<file path="src/rtl/fir_channel_scheduler_if.sv">
`default_nettype none
// ============================================================================
//  Module   : fir_channel_scheduler_if
//  Purpose  : Bundles the per-channel sample inputs, the FIR input/output
//             handshakes and the demultiplexed result outputs of the
//             multi-channel FIR scheduler.
//  Modports : master - scheduler side (drives ch_ready, fir_in_*, result_*,
//                      frame_done)
//             slave  - environment side (drives ch_*, enable_mask, sync_mode,
//                      fir_in_ready, fir_out_*)
//  Revision : 1.0 - initial release
// ============================================================================
interface fir_channel_scheduler_if #(
    parameter int CHANNELS   = 4,
    parameter int DATA_WIDTH = 16,
    parameter int CW         = (CHANNELS > 1) ? $clog2(CHANNELS) : 1
);
    logic [CHANNELS-1:0]            ch_valid;
    logic [CHANNELS*DATA_WIDTH-1:0] ch_data;
    logic [CHANNELS-1:0]            ch_ready;
    logic [CHANNELS-1:0]            enable_mask;
    logic                           sync_mode;
    logic                           fir_in_ready;
    logic                           fir_in_valid;
    logic [DATA_WIDTH-1:0]          fir_in_data;
    logic [CW-1:0]                  fir_in_channel;
    logic                           fir_out_valid;
    logic [CW-1:0]                  fir_out_channel;
    logic [DATA_WIDTH-1:0]          fir_out_data;
    logic [CHANNELS*DATA_WIDTH-1:0] result_data;
    logic [CHANNELS-1:0]            result_update;
    logic                           frame_done;

    modport master (
        input  ch_valid, ch_data, enable_mask, sync_mode, fir_in_ready,
               fir_out_valid, fir_out_channel, fir_out_data,
        output ch_ready, fir_in_valid, fir_in_data, fir_in_channel,
               result_data, result_update, frame_done
    );

    modport slave (
        output ch_valid, ch_data, enable_mask, sync_mode, fir_in_ready,
               fir_out_valid, fir_out_channel, fir_out_data,
        input  ch_ready, fir_in_valid, fir_in_data, fir_in_channel,
               result_data, result_update, frame_done
    );
endinterface
`default_nettype wire

</file>
<file path="src/rtl/fir_channel_scheduler.sv">
`default_nettype none
// ============================================================================
//  Module   : fir_channel_scheduler
//  Purpose  : Buffers one sample per channel, arbitrates the shared FIR input
//             (round-robin in free mode, ordered bursts in sync mode) and
//             demultiplexes FIR results into per-channel result registers.
//  Ports    : clk   - system clock
//             reset - asynchronous, active-low reset
//             bus   - fir_channel_scheduler_if.master (sample inputs, FIR
//                     input/output handshakes, results, frame_done)
//  Revision : 1.0 - initial release
// ============================================================================
module fir_channel_scheduler #(
    parameter int CHANNELS   = 4,
    parameter int DATA_WIDTH = 16
) (
    input  logic                    clk,
    input  logic                    reset,
    fir_channel_scheduler_if.master bus
);
    localparam int CW      = (CHANNELS > 1) ? $clog2(CHANNELS) : 1;
    localparam int c_CNT_W = CW + 1;

    localparam logic [1:0] c_ST_IDLE     = 2'd0;
    localparam logic [1:0] c_ST_ISSUE    = 2'd1;
    localparam logic [1:0] c_ST_WAIT_ALL = 2'd2;
    localparam logic [1:0] c_ST_BURST    = 2'd3;

    logic [1:0]                     state_q, state_d;
    logic [CHANNELS-1:0]            slot_full_q, slot_full_d;
    logic [DATA_WIDTH-1:0]          slot_data_q [CHANNELS];
    logic [CW-1:0]                  rr_q, rr_d;
    logic                           fir_valid_q, fir_valid_d;
    logic [DATA_WIDTH-1:0]          fir_data_q, fir_data_d;
    logic [CW-1:0]                  fir_chan_q, fir_chan_d;
    logic [CHANNELS-1:0]            mask_q, mask_d;     // sync-mode mask
    logic [CHANNELS-1:0]            pend_q, pend_d;     // burst channels not yet presented
    logic [CHANNELS-1:0]            fmask_q, fmask_d;   // channels counted toward frame_done
    logic [c_CNT_W-1:0]             cnt_q, cnt_d;
    logic                           done_q, done_d;
    logic [CHANNELS*DATA_WIDTH-1:0] res_q, res_d;
    logic [CHANNELS-1:0]            upd_q, upd_d;

    logic                           w_xfer;
    logic [CHANNELS-1:0]            w_load;
    logic [CHANNELS-1:0]            w_grant_oh;
    logic [CHANNELS-1:0]            w_tag_oh;
    logic [CW-1:0]                  w_rr_next;
    logic [CW:0]                    w_pick;    // {found, index}
    logic                           w_present;

    // First set bit of req at or above start, otherwise the lowest set bit
    // below start (wrap-around). The upper pass overrides the lower one.
    function automatic logic [CW:0] pick_from(input logic [CHANNELS-1:0] req, input int start);
        logic [CW:0] r;
        r = '0;
        for (int i = CHANNELS - 1; i >= 0; i--)
            if (req[i] && i < start) r = {1'b1, CW'(i)};
        for (int i = CHANNELS - 1; i >= 0; i--)
            if (req[i] && i >= start) r = {1'b1, CW'(i)};
        return r;
    endfunction

    function automatic logic [CHANNELS-1:0] to_oh(input logic [CW-1:0] idx);
        logic [CHANNELS-1:0] v;
        for (int i = 0; i < CHANNELS; i++) v[i] = (idx == CW'(i));
        return v;
    endfunction

    function automatic logic [c_CNT_W-1:0] popcount(input logic [CHANNELS-1:0] v);
        logic [c_CNT_W-1:0] n;
        n = '0;
        for (int i = 0; i < CHANNELS; i++) n = n + c_CNT_W'(v[i]);
        return n;
    endfunction

    assign w_xfer       = fir_valid_q & bus.fir_in_ready;
    assign bus.ch_ready = ~slot_full_q | ~bus.enable_mask;
    // A disabled channel is always ready but never loads: its sample is dropped.
    assign w_load       = bus.ch_valid & bus.enable_mask & ~slot_full_q;

    // Out-of-range result tags match no bit and are therefore ignored.
    for (genvar gi = 0; gi < CHANNELS; gi++) begin : g_onehot
        assign w_grant_oh[gi] = (fir_chan_q == CW'(gi));
        assign w_tag_oh[gi]   = bus.fir_out_valid & (bus.fir_out_channel == CW'(gi));
    end

    assign w_rr_next = (int'(fir_chan_q) < CHANNELS - 1) ? fir_chan_q + CW'(1) : '0;

    always_comb begin
        state_d     = state_q;
        rr_d        = rr_q;
        fir_valid_d = fir_valid_q;
        fir_chan_d  = fir_chan_q;
        fir_data_d  = fir_data_q;
        mask_d      = mask_q;
        pend_d      = pend_q;
        fmask_d     = fmask_q;
        cnt_d       = cnt_q;
        done_d      = 1'b0;
        w_pick      = '0;
        w_present   = 1'b0;
        // The granted slot is cleared on transfer; it is full that cycle so
        // it cannot be refilled at the same edge.
        slot_full_d = (slot_full_q & ~({CHANNELS{w_xfer}} & w_grant_oh)) | w_load;

        if (|(w_tag_oh & fmask_q) && cnt_q != '0) begin
            cnt_d  = cnt_q - c_CNT_W'(1);
            done_d = (cnt_q == c_CNT_W'(1));
        end

        case (state_q)
            c_ST_IDLE: begin
                mask_d = bus.enable_mask;
                if (bus.sync_mode) begin
                    state_d = c_ST_WAIT_ALL;
                end else begin
                    w_pick = pick_from(slot_full_q, int'(rr_q));
                    if (w_pick[CW]) begin
                        w_present = 1'b1;
                        state_d   = c_ST_ISSUE;
                    end
                end
            end
            c_ST_ISSUE: begin
                if (w_xfer) begin
                    rr_d   = w_rr_next;
                    // Chain straight into the next full slot for back-to-back issue.
                    w_pick = pick_from(slot_full_q & ~w_grant_oh, int'(w_rr_next));
                    if (w_pick[CW]) begin
                        w_present = 1'b1;
                    end else begin
                        fir_valid_d = 1'b0;
                        state_d     = c_ST_IDLE;
                    end
                end
            end
            c_ST_WAIT_ALL: begin
                if (!bus.sync_mode) begin
                    // Leaving sync mode abandons any frame still in flight.
                    state_d = c_ST_IDLE;
                    cnt_d   = '0;
                end else if (mask_q != '0 && (slot_full_q & mask_q) == mask_q) begin
                    w_pick    = pick_from(mask_q, 0);
                    w_present = 1'b1;
                    pend_d    = mask_q & ~to_oh(w_pick[CW-1:0]);
                    fmask_d   = mask_q;
                    cnt_d     = popcount(mask_q);
                    state_d   = c_ST_BURST;
                end else begin
                    mask_d = bus.enable_mask;
                end
            end
            default: begin  // c_ST_BURST
                if (w_xfer) begin
                    w_pick = pick_from(pend_q, 0);
                    if (w_pick[CW]) begin
                        w_present = 1'b1;
                        pend_d    = pend_q & ~to_oh(w_pick[CW-1:0]);
                    end else begin
                        fir_valid_d = 1'b0;
                        state_d     = c_ST_WAIT_ALL;
                    end
                end
            end
        endcase

        if (w_present) begin
            fir_valid_d = 1'b1;
            fir_chan_d  = w_pick[CW-1:0];
            for (int i = 0; i < CHANNELS; i++)
                if (w_pick[CW-1:0] == CW'(i)) fir_data_d = slot_data_q[i];
        end
    end

    always_comb begin
        res_d = res_q;
        upd_d = '0;
        for (int i = 0; i < CHANNELS; i++) begin
            if (w_tag_oh[i]) begin
                res_d[i*DATA_WIDTH +: DATA_WIDTH] = bus.fir_out_data;
                upd_d[i]                          = 1'b1;
            end
        end
    end

    always_ff @(posedge clk or negedge reset) begin
        if (!reset) begin
            state_q     <= c_ST_IDLE;
            slot_full_q <= '0;
            rr_q        <= '0;
            fir_valid_q <= 1'b0;
            fir_data_q  <= '0;
            fir_chan_q  <= '0;
            mask_q      <= '0;
            pend_q      <= '0;
            fmask_q     <= '0;
            cnt_q       <= '0;
            done_q      <= 1'b0;
            res_q       <= '0;
            upd_q       <= '0;
        end else begin
            state_q     <= state_d;
            slot_full_q <= slot_full_d;
            rr_q        <= rr_d;
            fir_valid_q <= fir_valid_d;
            fir_data_q  <= fir_data_d;
            fir_chan_q  <= fir_chan_d;
            mask_q      <= mask_d;
            pend_q      <= pend_d;
            fmask_q     <= fmask_d;
            cnt_q       <= cnt_d;
            done_q      <= done_d;
            res_q       <= res_d;
            upd_q       <= upd_d;
        end
    end

    always_ff @(posedge clk or negedge reset) begin
        if (!reset) begin
            for (int i = 0; i < CHANNELS; i++) slot_data_q[i] <= '0;
        end else begin
            for (int i = 0; i < CHANNELS; i++)
                if (w_load[i]) slot_data_q[i] <= bus.ch_data[i*DATA_WIDTH +: DATA_WIDTH];
        end
    end

    assign bus.fir_in_valid   = fir_valid_q;
    assign bus.fir_in_data    = fir_data_q;
    assign bus.fir_in_channel = fir_chan_q;
    assign bus.result_data    = res_q;
    assign bus.result_update  = upd_q;
    assign bus.frame_done     = done_q;
endmodule
`default_nettype wire

</file>
<file path="src/flat_wrapper.sv">
// flat-port wrapper written by rule: the top's interface ports become plain ports
module fir_channel_scheduler_flat 
#(
    parameter int CHANNELS   = 4,
    parameter int DATA_WIDTH = 16
)
  (clk, reset, bus_ch_valid, bus_ch_data, bus_enable_mask, bus_sync_mode, bus_fir_in_ready, bus_fir_out_valid, bus_fir_out_channel, bus_fir_out_data, bus_ch_ready, bus_fir_in_valid, bus_fir_in_data, bus_fir_in_channel, bus_result_data, bus_result_update, bus_frame_done);
  fir_channel_scheduler_if #(.CHANNELS(CHANNELS), .DATA_WIDTH(DATA_WIDTH)) bus_i ();
  input  logic clk;
  input  logic reset;
  input wire logic [$bits(bus_i.ch_valid)-1:0] bus_ch_valid;
  input wire logic [$bits(bus_i.ch_data)-1:0] bus_ch_data;
  input wire logic [$bits(bus_i.enable_mask)-1:0] bus_enable_mask;
  input wire logic [$bits(bus_i.sync_mode)-1:0] bus_sync_mode;
  input wire logic [$bits(bus_i.fir_in_ready)-1:0] bus_fir_in_ready;
  input wire logic [$bits(bus_i.fir_out_valid)-1:0] bus_fir_out_valid;
  input wire logic [$bits(bus_i.fir_out_channel)-1:0] bus_fir_out_channel;
  input wire logic [$bits(bus_i.fir_out_data)-1:0] bus_fir_out_data;
  output wire logic [$bits(bus_i.ch_ready)-1:0] bus_ch_ready;
  output wire logic [$bits(bus_i.fir_in_valid)-1:0] bus_fir_in_valid;
  output wire logic [$bits(bus_i.fir_in_data)-1:0] bus_fir_in_data;
  output wire logic [$bits(bus_i.fir_in_channel)-1:0] bus_fir_in_channel;
  output wire logic [$bits(bus_i.result_data)-1:0] bus_result_data;
  output wire logic [$bits(bus_i.result_update)-1:0] bus_result_update;
  output wire logic [$bits(bus_i.frame_done)-1:0] bus_frame_done;
  assign bus_i.ch_valid = bus_ch_valid;
  assign bus_i.ch_data = bus_ch_data;
  assign bus_i.enable_mask = bus_enable_mask;
  assign bus_i.sync_mode = bus_sync_mode;
  assign bus_i.fir_in_ready = bus_fir_in_ready;
  assign bus_i.fir_out_valid = bus_fir_out_valid;
  assign bus_i.fir_out_channel = bus_fir_out_channel;
  assign bus_i.fir_out_data = bus_fir_out_data;
  assign bus_ch_ready = bus_i.ch_ready;
  assign bus_fir_in_valid = bus_i.fir_in_valid;
  assign bus_fir_in_data = bus_i.fir_in_data;
  assign bus_fir_in_channel = bus_i.fir_in_channel;
  assign bus_result_data = bus_i.result_data;
  assign bus_result_update = bus_i.result_update;
  assign bus_frame_done = bus_i.frame_done;
  fir_channel_scheduler #(.CHANNELS(CHANNELS), .DATA_WIDTH(DATA_WIDTH)) u_core (.clk(clk), .reset(reset), .bus(bus_i));
endmodule
</file>
<file path="config.mk">
export PLATFORM = sky130hd
export DESIGN_NAME = fir_channel_scheduler_flat
export DESIGN_NICKNAME = d
export VERILOG_FILES = /design/src/rtl/fir_channel_scheduler_if.sv /design/src/rtl/fir_channel_scheduler.sv /design/src/flat_wrapper.sv
export SDC_FILE = /design/constraint.sdc
export NUM_CORES = 1
export LEC_CHECK = 0
export ABC_CLOCK_PERIOD_IN_PS = 2600
export CORE_MARGIN = 3
export CORE_UTILIZATION = 45
export DETAILED_ROUTE_END_ITERATION = 10
export PLACE_DENSITY = 0.77
export SLEW_MARGIN = 15
export SYNTH_ARGS = -nofsm -noshare
export SYNTH_HDL_FRONTEND = slang
export SYNTH_SLANG_ARGS = --single-unit
export TNS_END_PERCENT = 20
</file>
<file path="constraint.sdc">
create_clock -name clk -period 2.6 [get_ports clk]
set_clock_uncertainty 0.05 [all_clocks]
set_input_delay 0.52 -clock clk [delete_from_list [all_inputs] [get_ports clk]]
set_output_delay 0.52 -clock clk [all_outputs]
set_load 0.02 [all_outputs]
</file>
==> impl_metrics.toml <==
[status]
status = "finished clean"

[synthesis]
synth_flop_cell = "dfrtp_1"
synthSimpleGateAreaFrac_pct = 10.7
synth_fp_nets = 730
ys_ff_latch = 175
yosys.area_share.xor_xnor_pct = 0.115
synth-seq-area-share_pct = 57.3
synth_edf_count = 0
yosysWarnings = 0
syn_inst = 623
synth_cell_types = 50
synth_mux_area_share_pct = 19.8
synth_area_um2 = 7640
synth_top_family_by_area = "multiplexers"
synth_compound_area_share_pct = 7.54
async_flop_share_pct = 100
synthAdderAreaFrac_pct = 2.06
avgSynthCellArea_um2 = 12.3

[power]
power_density_nw_per_um2 = 1030
ir_drop_mv = 0.620
finalPower_mw = 10.9
leakagePower_nw = 4.91
pwr-share-comb_pct = 38.7
seq_power_share_pct = 40.3
swShare_pct = 34.8
switching_power_mw = 3.79
internal_power_mw = 7.08
pwr-share-clk_pct = 21.0

[sta]
maxSlewViolCount = 0
tns_ps = 0
holdWs_ps = 28.3
period_minus_slack_ps = 2560
setup_viol = 0
relSlewSlack_pct = 58.4
hold_viol = 0
max_freq_ghz = 0.391
worst_pin_slew_ps = 624
period_share_pct = 98.4
finalWorstSetupSlack_ps = 41.4

[routing]
drcViolationCount = 0
drt-initial-drc-count = 301
firstDrtPassIters = 5
ant_nets = 0
vias = 5723
avgViaCountPerCell = 5.35
routed_wl_um = 20000
wire_per_inst_um = 18.7

[worst_hold_path]
hold_path.class = "in -> async"

[placement]
port_buffers = 186
dp_hpwl_um = 14100
dpl_worst_slack_ps = -123
place_inst = 1034
gp_congestion = 0.886
post_dp_cell_area_um2 = 9980

[die]
initial_core_util_pct = 47.0
io_pins = 187
fp.dieW_um = 136
rows = 46
die_area_um2 = 18600
die_h_um = 136
fp.coreArea_um2 = 16200

[setup_path]
worst-setup-path-type = "reg -> reg"
critical_path_required_ps = 2840
worst_setup_path_end_kind = "flip-flop"
crit_fanout = 8
cp-start-kind = "flip-flop"
r2r-end = "u_core.bus.fir_in_data[12]"
timing.rr.start = "u_core.bus.fir_in_channel[0]"
arrival_ps = 2800
reg2reg_depth = 10
r2r_slack_ps = 40

[clock_tree]
clk_pin_slew_ps = 60
clock_latency_ps = 420
cts-root-buf = "clkbuf_16"
postCtsHoldBufs = 0
cts_tree = "built"
htree_levels = 4
cts_sinks = 175
numCtsBuffers = 17
clk_path_buf_depth = 2

[global_routing]
antenna_found_initial = 0
grt_pass1_wl_um = 31300
grt_util_all_layers_pct = 21.6
grt_pass1_vias = 6136
grt_max_degree = 66
grt_overflow = 0

[run]
max_cap_viol_count = 0

[layout]
fin_util_pct = 65.2
nFillCells = 1220
area_growth_pct = 38.6
final_area_um2 = 10600
final_cells = 1070
drive_above_1_share_pct = 21.7
final_nets = 949
diodes = 0
## flip-flops by register name, indices dropped and copies added (netlist names), named ones only
signal	count
u_core.bus.fir_in_channel	2
u_core.bus.fir_in_data	16
u_core.bus.fir_in_valid	1
u_core.bus.frame_done	1
u_core.bus.result_data	64
u_core.bus.result_update	4
u_core.cnt_q	3
u_core.fmask_q	4
u_core.mask_q	4
u_core.pend_q	4
u_core.rr_q	2
u_core.slot_data_q	64
u_core.slot_full_q	4
u_core.state_q	1
## cell type report
cell class                 instances  area, um2  share of cell area (%)
multi-input combinational        405       3100                    29.3
inverter                          20       75.1                   0.709
clock buffer                      20        437                    4.13
timing repair buffer             223       2240                    21.1
tap                              216        270                    2.55
clock inverter                    11       83.8                   0.792
sequential                       175       4380                    41.4
## synthesized netlist by cell type, types with 2 or more instances
cell	count	share of area (%)
a311oi_1	2	0.23
clkbuf_1	16	0.79
buf_2	2	0.13
mux2i_1	35	4.6
nor3_1	3	0.20
o211ai_1	3	0.29
ha_1	11	1.8
o21ai_0	20	1.3
nor2_1	12	0.59
a21oi_1	8	0.52
nor3b_1	4	0.39
nor4_1	3	0.25
a221o_1	3	0.39
o311ai_0	2	0.23
nand3b_1	4	0.39
clkinv_1	2	0.098
o2111a_1	2	0.29
a221oi_1	2	0.23
nor2b_1	3	0.25
nand2b_1	6	0.49
nand3_1	6	0.39
dfrtp_1	175	57
and3_1	6	0.49
buf_6	3	0.44
inv_1	18	0.88
mux2_2	101	15
nand2_1	132	6.5
o221ai_1	7	0.80
and2_1	2	0.16
o22ai_1	2	0.16
o221ai_2	9	1.8
## how the worst max path moves through the flow
| stage | from | to | slack (ps) | depth (start not counted) |
|---|---|---|---|---|
| global route | u_core.bus.fir_in_channel[0] | u_core.bus.fir_in_data[1] | -60 | 9 |
| CTS | u_core.bus.fir_in_channel[0] | u_core.bus.fir_in_data[1] | 40 | 9 |
| detailed placement | bus_sync_mode | u_core.bus.fir_in_data[6] | -120 | 8 |
| floorplan | u_core.bus.fir_in_channel[0] | u_core.bus.fir_in_data[10] | 20 | 9 |
| finish | u_core.bus.fir_in_channel[0] | u_core.bus.fir_in_data[12] | 40 | 10 |
| global placement | bus_sync_mode | u_core.bus.fir_in_data[10] | -40 | 8 |
## cells in the final DEF (no fill, tap or decap), types with 4 or more instances in the layout
cell type,synthesis,routed
ha_1,11,9
o221ai_1,7,7
mux2_2,101,101
nand2_1,132,132
nand2b_1,6,6
a21oi_1,8,8
inv_1,18,18
o21ai_0,20,20
mux2i_1,35,35
buf_12,0,5
nor2_1,12,12
clkdlybuf4s50_1,0,185
clkbuf_16,0,19
o221ai_2,9,9
dfrtp_1,175,175
buf_4,1,30
nand3b_1,4,4
and3_1,6,6
nand3_1,6,6
clkinvlp_4,0,6
## layer usage
layer | track usage [%] | up-vias | wire length [um]
met4 | 7.56 | 0 | 398
met3 | 4.52 | 30 | 1110
met2 | 36.4 | 225 | 10100
met5 | 0 | - | 0
li1 | - | 2628 | -
met1 | 27.8 | 2840 | 8360
## power groups by stage
| stage | Clock [mW] | Sequential [mW] | Combinational [mW] |
|---|---|---|---|
| 6_report | 2.28 | 4.38 | 4.21 |
| 4_1_cts | 2.33 | 4.37 | 4.13 |
| 2_1_floorplan | 0 | 4.58 | 2.13 |
| 5_1_grt | 2.44 | 4.48 | 4.55 |
| 3_3_place_gp | 0 | 4.36 | 3.94 |
| 3_5_place_dp | 0 | 4.40 | 4.09 |
## critical path, cell delays in order (launching register included)
cell       delay (ps)
dfrtp_1           410
buf_4             150
ha_2              220
nor3b_1           200
o211ai_1          120
o2111a_1          180
a2111oi_4         380
buf_4             220
buf_12            150
mux2i_1           250
o221ai_2          110
## timing repair
action	4_1_cts	5_1_grt
gates resized for setup	0	5
endpoints found under the setup margin	0	15
setup buffers	0	3
## logic make-up (layout without fill, tap and decap cells)
group,Yosys count,after routing
adders and majority gates,12,12
xor gates and xnor gates,1,1
AOI/OAI and AO/OA,69,69
and+or+nand+nor,186,186
buffers and inverters,43,274
DFF,175,175
muxes,137,137
No activity file was read; power rests on OpenSTA's default activity.
